===== config.mk =====
export PLATFORM = sky130hd
export DESIGN_NAME = multi_flex_counter
export DESIGN_NICKNAME = d
export VERILOG_FILES = /design/src/rtl/flex_counter_pkg.sv /design/src/rtl/flex_counter_ch.sv /design/src/rtl/multi_flex_counter.sv
export SDC_FILE = /design/constraint.sdc
export NUM_CORES = 1
export LEC_CHECK = 0
export CAP_MARGIN = 0
export CELL_PAD_IN_SITES_DETAIL_PLACEMENT = 2
export CELL_PAD_IN_SITES_GLOBAL_PLACEMENT = 2
export CORE_AREA = 2 2 92 94
export DETAILED_ROUTE_END_ITERATION = 6
export DIE_AREA = 0 0 94 96
export MAX_ROUTING_LAYER = met4
export PLACE_DENSITY_LB_ADDON = 0.1
export SETUP_SLACK_MARGIN = 0.3
export SYNTH_ARGS = -nofsm -noshare
export SYNTH_HDL_FRONTEND = slang
export SYNTH_SLANG_ARGS = --single-unit
export TNS_END_PERCENT = 30

===== constraint.sdc =====
create_clock -name clk -period 4 [get_ports clk]
set_clock_uncertainty 0.05 [all_clocks]
set_input_delay 0.6 -clock clk [delete_from_list [all_inputs] [get_ports clk]]
set_output_delay 0.6 -clock clk [all_outputs]
set_load 0.01 [all_outputs]

===== src/rtl/flex_counter_pkg.sv =====
// Shared constants for the multi-channel flex counter.
//   DEF_CNT_BITS : default counter width per channel
//   MAX_CH       : largest supported channel count
package flex_counter_pkg;
  localparam int DEF_CNT_BITS = 4;
  localparam int MAX_CH       = 16;
endpackage


===== src/rtl/flex_counter_ch.sv =====
// Single flex-counter channel.
//   clk, n_rst     : clock, async active-low reset
//   clear, load    : synchronous clear / load strobe (clear wins)
//   load_val       : value taken on load
//   step           : count request for this edge (already cascade-qualified)
//   rollover_val   : terminal value; 0 disables counting
//   count_out      : registered count
//   rollover_flag  : registered, high while count_out == rollover_val != 0
//   wrap           : combinational, high when this edge wraps the count to 1
module flex_counter_ch
  import flex_counter_pkg::*;
#(
  parameter int NUM_CNT_BITS = DEF_CNT_BITS
) (
  input  logic                    clk,
  input  logic                    n_rst,
  input  logic                    clear,
  input  logic                    load,
  input  logic [NUM_CNT_BITS-1:0] load_val,
  input  logic                    step,
  input  logic [NUM_CNT_BITS-1:0] rollover_val,
  output logic [NUM_CNT_BITS-1:0] count_out,
  output logic                    rollover_flag,
  output logic                    wrap
);

  logic [NUM_CNT_BITS-1:0] count_q, count_d;
  logic                    flag_q, flag_d;
  logic                    rv_zero;

  assign rv_zero = (rollover_val == '0);

  always_comb begin
    count_d = count_q;
    wrap    = 1'b0;
    if (clear) begin
      count_d = '0;
    end else if (load) begin
      count_d = load_val;
    end else if (step && !rv_zero) begin
      // >= rather than == so a terminal lowered under the count still wraps
      if (count_q >= rollover_val) begin
        count_d = {{(NUM_CNT_BITS-1){1'b0}}, 1'b1};
        wrap    = 1'b1;
      end else begin
        count_d = count_q + 1'b1;
      end
    end
    // flag follows the next-state count so both change on the same edge
    flag_d = !rv_zero && (count_d == rollover_val);
  end

  always_ff @(posedge clk or negedge n_rst) begin
    if (!n_rst) begin
      count_q <= '0;
      flag_q  <= 1'b0;
    end else begin
      count_q <= count_d;
      flag_q  <= flag_d;
    end
  end

  assign count_out     = count_q;
  assign rollover_flag = flag_q;

endmodule


===== src/rtl/multi_flex_counter.sv =====
// NUM_CH independent flex counters with optional cascade.
//   clk, n_rst     : clock, async active-low reset
//   clear, load,
//   count_enable   : per-channel controls (bit k -> channel k)
//   load_val,
//   rollover_val   : per-channel values, channel k at [k*NUM_CNT_BITS +: NUM_CNT_BITS]
//   count_out      : per-channel registered counts, same packing
//   rollover_flag  : per-channel terminal flags
//   all_rollover   : register of the AND of all rollover_flag bits
// With CASCADE=1, channel k>0 steps only on an edge where channel k-1 wraps
// (zero-cycle carry through the combinational wrap outputs).
module multi_flex_counter
  import flex_counter_pkg::*;
#(
  parameter int NUM_CNT_BITS = DEF_CNT_BITS,
  parameter int NUM_CH       = 4,
  parameter bit CASCADE      = 1'b0
) (
  input  logic                           clk,
  input  logic                           n_rst,
  input  logic [NUM_CH-1:0]              clear,
  input  logic [NUM_CH-1:0]              count_enable,
  input  logic [NUM_CH-1:0]              load,
  input  logic [NUM_CH*NUM_CNT_BITS-1:0] load_val,
  input  logic [NUM_CH*NUM_CNT_BITS-1:0] rollover_val,
  output logic [NUM_CH*NUM_CNT_BITS-1:0] count_out,
  output logic [NUM_CH-1:0]              rollover_flag,
  output logic                           all_rollover
);

  if (NUM_CH < 1 || NUM_CH > MAX_CH) begin : g_bad_num_ch
    $error("multi_flex_counter: NUM_CH out of range");
  end

  for (genvar k = 0; k < NUM_CH; k++) begin : g_ch
    logic step;
    logic wrap;

    if (CASCADE && k > 0) begin : g_casc
      assign step = count_enable[k] & g_ch[k-1].wrap;
    end else begin : g_flat
      assign step = count_enable[k];
    end

    flex_counter_ch #(.NUM_CNT_BITS(NUM_CNT_BITS)) u_ch (
      .clk           (clk),
      .n_rst         (n_rst),
      .clear         (clear[k]),
      .load          (load[k]),
      .load_val      (load_val[k*NUM_CNT_BITS +: NUM_CNT_BITS]),
      .step          (step),
      .rollover_val  (rollover_val[k*NUM_CNT_BITS +: NUM_CNT_BITS]),
      .count_out     (count_out[k*NUM_CNT_BITS +: NUM_CNT_BITS]),
      .rollover_flag (rollover_flag[k]),
      .wrap          (wrap)
    );
  end

  logic all_rollover_q, all_rollover_d;

  assign all_rollover_d = &rollover_flag;

  always_ff @(posedge clk or negedge n_rst) begin
    if (!n_rst) all_rollover_q <= 1'b0;
    else        all_rollover_q <= all_rollover_d;
  end

  assign all_rollover = all_rollover_q;

endmodule


* Word level (Yosys, flattened, before mapping)
Index checks and enable logic that the tools add are counted.
** Storage, ports and cells
- Register bits :: 21
- Bits of input ports :: 46
- Output and inout bits :: 21
** Operators by class
- Add/sub/neg operators :: 4
- Order comparisons :: 4
- Eq/ne operators :: 4
- Muxes and demuxes :: 16
- Reduce and logical (&&, ||, !) cells :: 17
** Operators by type and width (count)
- $mux 4 :: 16
- $add 4x1->4 const B :: 4
- $eq 4x4->1 :: 4
- $ge 4x4->1 :: 4
- $logic_not 4->1 :: 4
- $logic_and 1x1->1 :: 8
- $logic_not 1->1 :: 4
- $reduce_and 4->1 :: 1

* Logic depth before layout (Yosys ltp)
- Depth after elaboration :: 8
- Mapped depth :: 9

* Cells and area by module
Synthesis repeated with hierarchy kept, for this count alone.
** Second synthesis, totals
- Cell total of the unflattened synthesis :: 282
- Area, all modules :: 2280.9 µm²
** Modules (own cells, without submodules)
- flex_counter_ch :: times used 4, cells an instance 70, area each 561.8 µm²
- multi_flex_counter :: times used 1, cells an instance 2, area each 33.8 µm²

* Worst setup path before layout
Ideal clock, no wire load.
- Path type :: reg-to-reg
- From :: register g_ch[2].u_ch.count_q[0]
- To :: register g_ch[2].u_ch.flag_q
- Setup time :: 124 ps
- Arrival time :: 2232 ps
- Setup slack :: 1595 ps
- Stages on the path, launching flop included :: 10
- Path buffers :: 1
- Period minus slack after synthesis :: 2405 ps
- Cell sequence :: dfrtp_1 clkbuf_1 inv_1 ha_1 nor3b_1 o21ai_0 or4_1 a21oi_1 o32a_1 nor3_2
** Between the ends
- Longest elaborated chain between the ends :: 7
** RTL lines
- start, declared :: RTL line flex_counter_ch.sv:27 : logic [NUM_CNT_BITS-1:0] count_q, count_d;
- start signal, assigned :: RTL line flex_counter_ch.sv:58 : count_q <= count_d;
- $add 4x1->4 / $ge 4x4->1 (equally long branches) :: RTL line flex_counter_ch.sv:46, flex_counter_ch.sv:42
- $mux 4 :: RTL line flex_counter_ch.sv:42 : if (count_q >= rollover_val) begin
- $mux 4 * :: RTL line flex_counter_ch.sv:40 : end else if (step && !rv_zero) begin
- $mux 4 * :: RTL line flex_counter_ch.sv:38 : end else if (load) begin
- $mux 4 * :: RTL line flex_counter_ch.sv:36 : if (clear) begin
- $eq 4x4->1 * :: RTL line flex_counter_ch.sv:50 : flag_d = !rv_zero && (count_d == rollover_val);
- $logic_and 1x1->1 * :: RTL line flex_counter_ch.sv:50
- via g_ch[2].u_ch.flag_d :: RTL line flex_counter_ch.sv:28 : logic flag_q, flag_d;
- end signal, assigned :: RTL line flex_counter_ch.sv:59 : flag_q <= flag_d;
- end, declared :: RTL line flex_counter_ch.sv:28
Mark *: on every way through the listed nets, which the timed path passes. The rest lies on a longest branch.

* Worst setup path in the final report
- From :: input rollover_val[7]
- To :: register g_ch[1].u_ch.flag_q
** Between the ends
- Longest elaborated chain between the ends :: 8
** RTL lines
- start, declared :: RTL line multi_flex_counter.sv:25 : input logic [NUM_CH*NUM_CNT_BITS-1:0] rollover_val,
- parallel branches: the longest is 3 deep, another holds $ge 4x4->1
- $mux 4 * :: RTL line flex_counter_ch.sv:40
- $mux 4 * :: RTL line flex_counter_ch.sv:38
- $mux 4 * :: RTL line flex_counter_ch.sv:36
- via g_ch[1].u_ch.count_d[1] :: RTL line flex_counter_ch.sv:27
- $eq 4x4->1 * :: RTL line flex_counter_ch.sv:50
- $logic_and 1x1->1 * :: RTL line flex_counter_ch.sv:50
- via g_ch[1].u_ch.flag_d :: RTL line flex_counter_ch.sv:28
- end signal, assigned :: RTL line flex_counter_ch.sv:59
- end, declared :: RTL line flex_counter_ch.sv:28
Mark *: on every way through the listed nets, which the timed path passes.

==> metrics <==
status=finished clean; Post-synth ARST share=100%; All-Layer GR Usage=roughly 18%; die width=between 90 and 100 µm; initial antenna violation count=0; Primary FF master, synth=dfrtp_1; clk_lat worst skew=260 ps; post-DP HPWL=6430 µm; Vias/cell=5.57; layout cell share with drive strength beyond 1=about 6.1%; first-pass GRT wire length=12900 µm; largest net degree at the start of global routing=22; post_cts resized=0; FMAX=between 0.3 and 0.4 GHz; die footprint=roughly 0.0090 mm²; hold_buf cts=0; # rows=33; placer congestion estimate=0.853; R2R cell count=8; crit path DAT=3110 ps; final cell count without fillers=approximately 450; Worst Hold Path Cells=1; I/O Pins=between 60 and 70; Layout Nets=~410; PwrDens=221 mW/mm²; Syn-to-layout area delta=32.9%; fin util=between 30% and 40%; endpoints failing setup=0; Final Hold Vio Count=0; placed cells=between 400 and 500; critical path type=input port to flop; Comb power frac=between 40% and 50%; gr ovfl total=0; VDD IR max=0.000115 V; CP max FO=4; RSZ-0062 raised after global routing=no; CTS H-tree lvls=1; EDFF count, synth=0; Mean Syn Cell Area=between 8 and 9 µm²; first-pass iteration count of the detailed router=4; core footprint=approximately 0.008 mm²; final period utilization=about 74%; post-synthesis cell area=0.00235 mm²; count of unique library cells instantiated by Yosys=60; Hold Path Class=flop to flop; switching share of power=between 30% and 40%; vias=between 2000 and 3000; Net Switching=roughly 260 µW; Die Height=96 µm; CTS tree=done; ant diodes=0; YS warnings=0; root buffer cell=clkbuf_8; clock buffer depth=2; clock sinks=21; Max-cap violations=0; Clock transition at path regs=~80 ps; routed len/inst=between 15 and 20 µm; Flop pwr share=between 30% and 40%; register area share after synthesis=about 22%; Final TNS setup=0 ps; crit end category=flop; Port Buffers=66; FF+latch count, synth=21; CP required=4130 ps; Cells after Synth=roughly 290; final WL=approximately 7800 µm; syn nets=353; Slew @ Worst Pin=between 900 and 1000 ps; Post-route DRC=0; Clk pwr share=a little over 20%; post-route ant nets=0; Initial Utilization=29.2%; drt initial violations=about 40; critical path startpoint category=input port; post-CTS setup buffers=0; relative slew slack=approximately a third; fin crit period=between 2000 and 3000 ps; vias in the first global route=2591; CTS buffer count=3; LEAKAGE=~1.3 nW; P_int=roughly 440 µW; fin. max-slew vios=0
==> Yosys cell counts, types with 3 or more instances <==
library cell  instances  share of area [%]
a211oi_1              8                2.6
a21oi_1              22                4.7
a31oi_1               6                1.6
buf_4                 4                1.3
clkbuf_1             10                1.6
dfrtp_1              21                 22
ha_1                 20                 11
inv_1                32                5.1
nand2_1              12                1.9
nand3_1               8                1.7
nand4b_1              4                1.5
nor2_1               15                2.4
nor2b_1               5                1.3
nor3_1               15                3.2
nor3b_1               7                2.2
nor4_1                5                1.3
o211ai_1              6                1.9
o21ai_0              16                3.4
o22ai_1               3               0.80
o311ai_0              3                1.1
o31ai_1               5                1.6
o41ai_2               3                2.1
xnor2_1               8                3.0
==> per-layer routing <==
metal  global-route usage (%)  wire (µm)
met2                     30.2       3680
met4                     2.29         32
met1                     24.4       3900
met3                     2.66        224
met5                        -          0
==> worst max-delay path: stages <==
cell             delay, ps
clkdlybuf4s50_1        570
inv_1                  130
ha_1                   320
o211ai_1               130
o21ai_0                450
nor3_2                  90
a311o_1                380
a211o_1                260
a211oi_2               170
==> stage by stage <==
| stage | power [mW] | hold WS (ps) | worst slack, ps | area, µm² |
|---|---|---|---|---|
| after floorplan | 0.413 | 254 | 1590 | 2350 |
| after global placement | 0.551 | 477 | 794 | 3080 |
| after detailed placement | 0.558 | 495 | 753 | 3080 |
| after CTS | 0.707 | 522 | 1010 | 3130 |
| after global routing | 0.746 | 531 | 718 | 3130 |
| final | 0.693 | 512 | 1030 | 3130 |
==> placed cells by master (no fill, tap or decap), drive strengths merged, types with 3 or more instances in the layout <==
master	n
o211ai	6
o41a	3
xnor2	8
nand4b	4
nor3b	7
o21ai	17
nor4	5
ha	20
dfrtp	21
clkdlybuf4s50	66
o311ai	3
o31ai	5
inv	32
nor2b	5
a31oi	7
nor2	15
o22ai	3
clkbuf	3
a211oi	9
a21oi	23
nand3	8
nand2	12
o41ai	5
nor3	17
==> registers in the layout, indices dropped and copies added (netlist names) <==
signal,count
all_rollover,1
g_ch.u_ch.rollover_flag,4
g_ch.u_ch.count_out,16
==> path summary, 6_finish.rpt <==
path | startpoint | endpoint | slack, ps
max | rollover_val[7] | g_ch[1].u_ch.rollover_flag | 1030
min | g_ch[3].u_ch.rollover_flag | all_rollover | 510
max reg2reg | g_ch[2].u_ch.count_out[0] | g_ch[2].u_ch.rollover_flag | 1340
min reg2reg | g_ch[3].u_ch.rollover_flag | all_rollover | 510
max in group asynchronous | n_rst | g_ch[1].u_ch.count_out[0] | 2490
min in group asynchronous | n_rst | g_ch[3].u_ch.count_out[2] | 820
==> cell type report <==
class	count	area, µm²
Tap cell	105	131
Multi-Input combinational cell	219	1630
Clock buffer	3	41.3
Clock inverter	1	5.00
Sequential cell	21	526
Fill cell	938	4920
Timing Repair Buffer	68	676
Inverter	32	120
==> cell families after synthesis <==
group	Yosys count	share of synthesized area, %
xor gates and xnor gates	8	2.98
muxes	1	0.425
DFF	21	22.3
and+or+nand+nor	87	20.8
buffers and inverters	47	8.45
AOI/OAI and AO/OA	103	34.4
adders and majority gates	20	10.6
==> power groups by stage <==
stage	Clock (mW)	Sequential [mW]	Combinational (mW)
after floorplan	0	0.252	0.161
after global placement	0	0.258	0.293
after detailed placement	0	0.258	0.299
after CTS	0.151	0.254	0.302
after global routing	0.157	0.257	0.332
final	0.142	0.253	0.297
No activity file was read; power rests on OpenSTA's default activity.
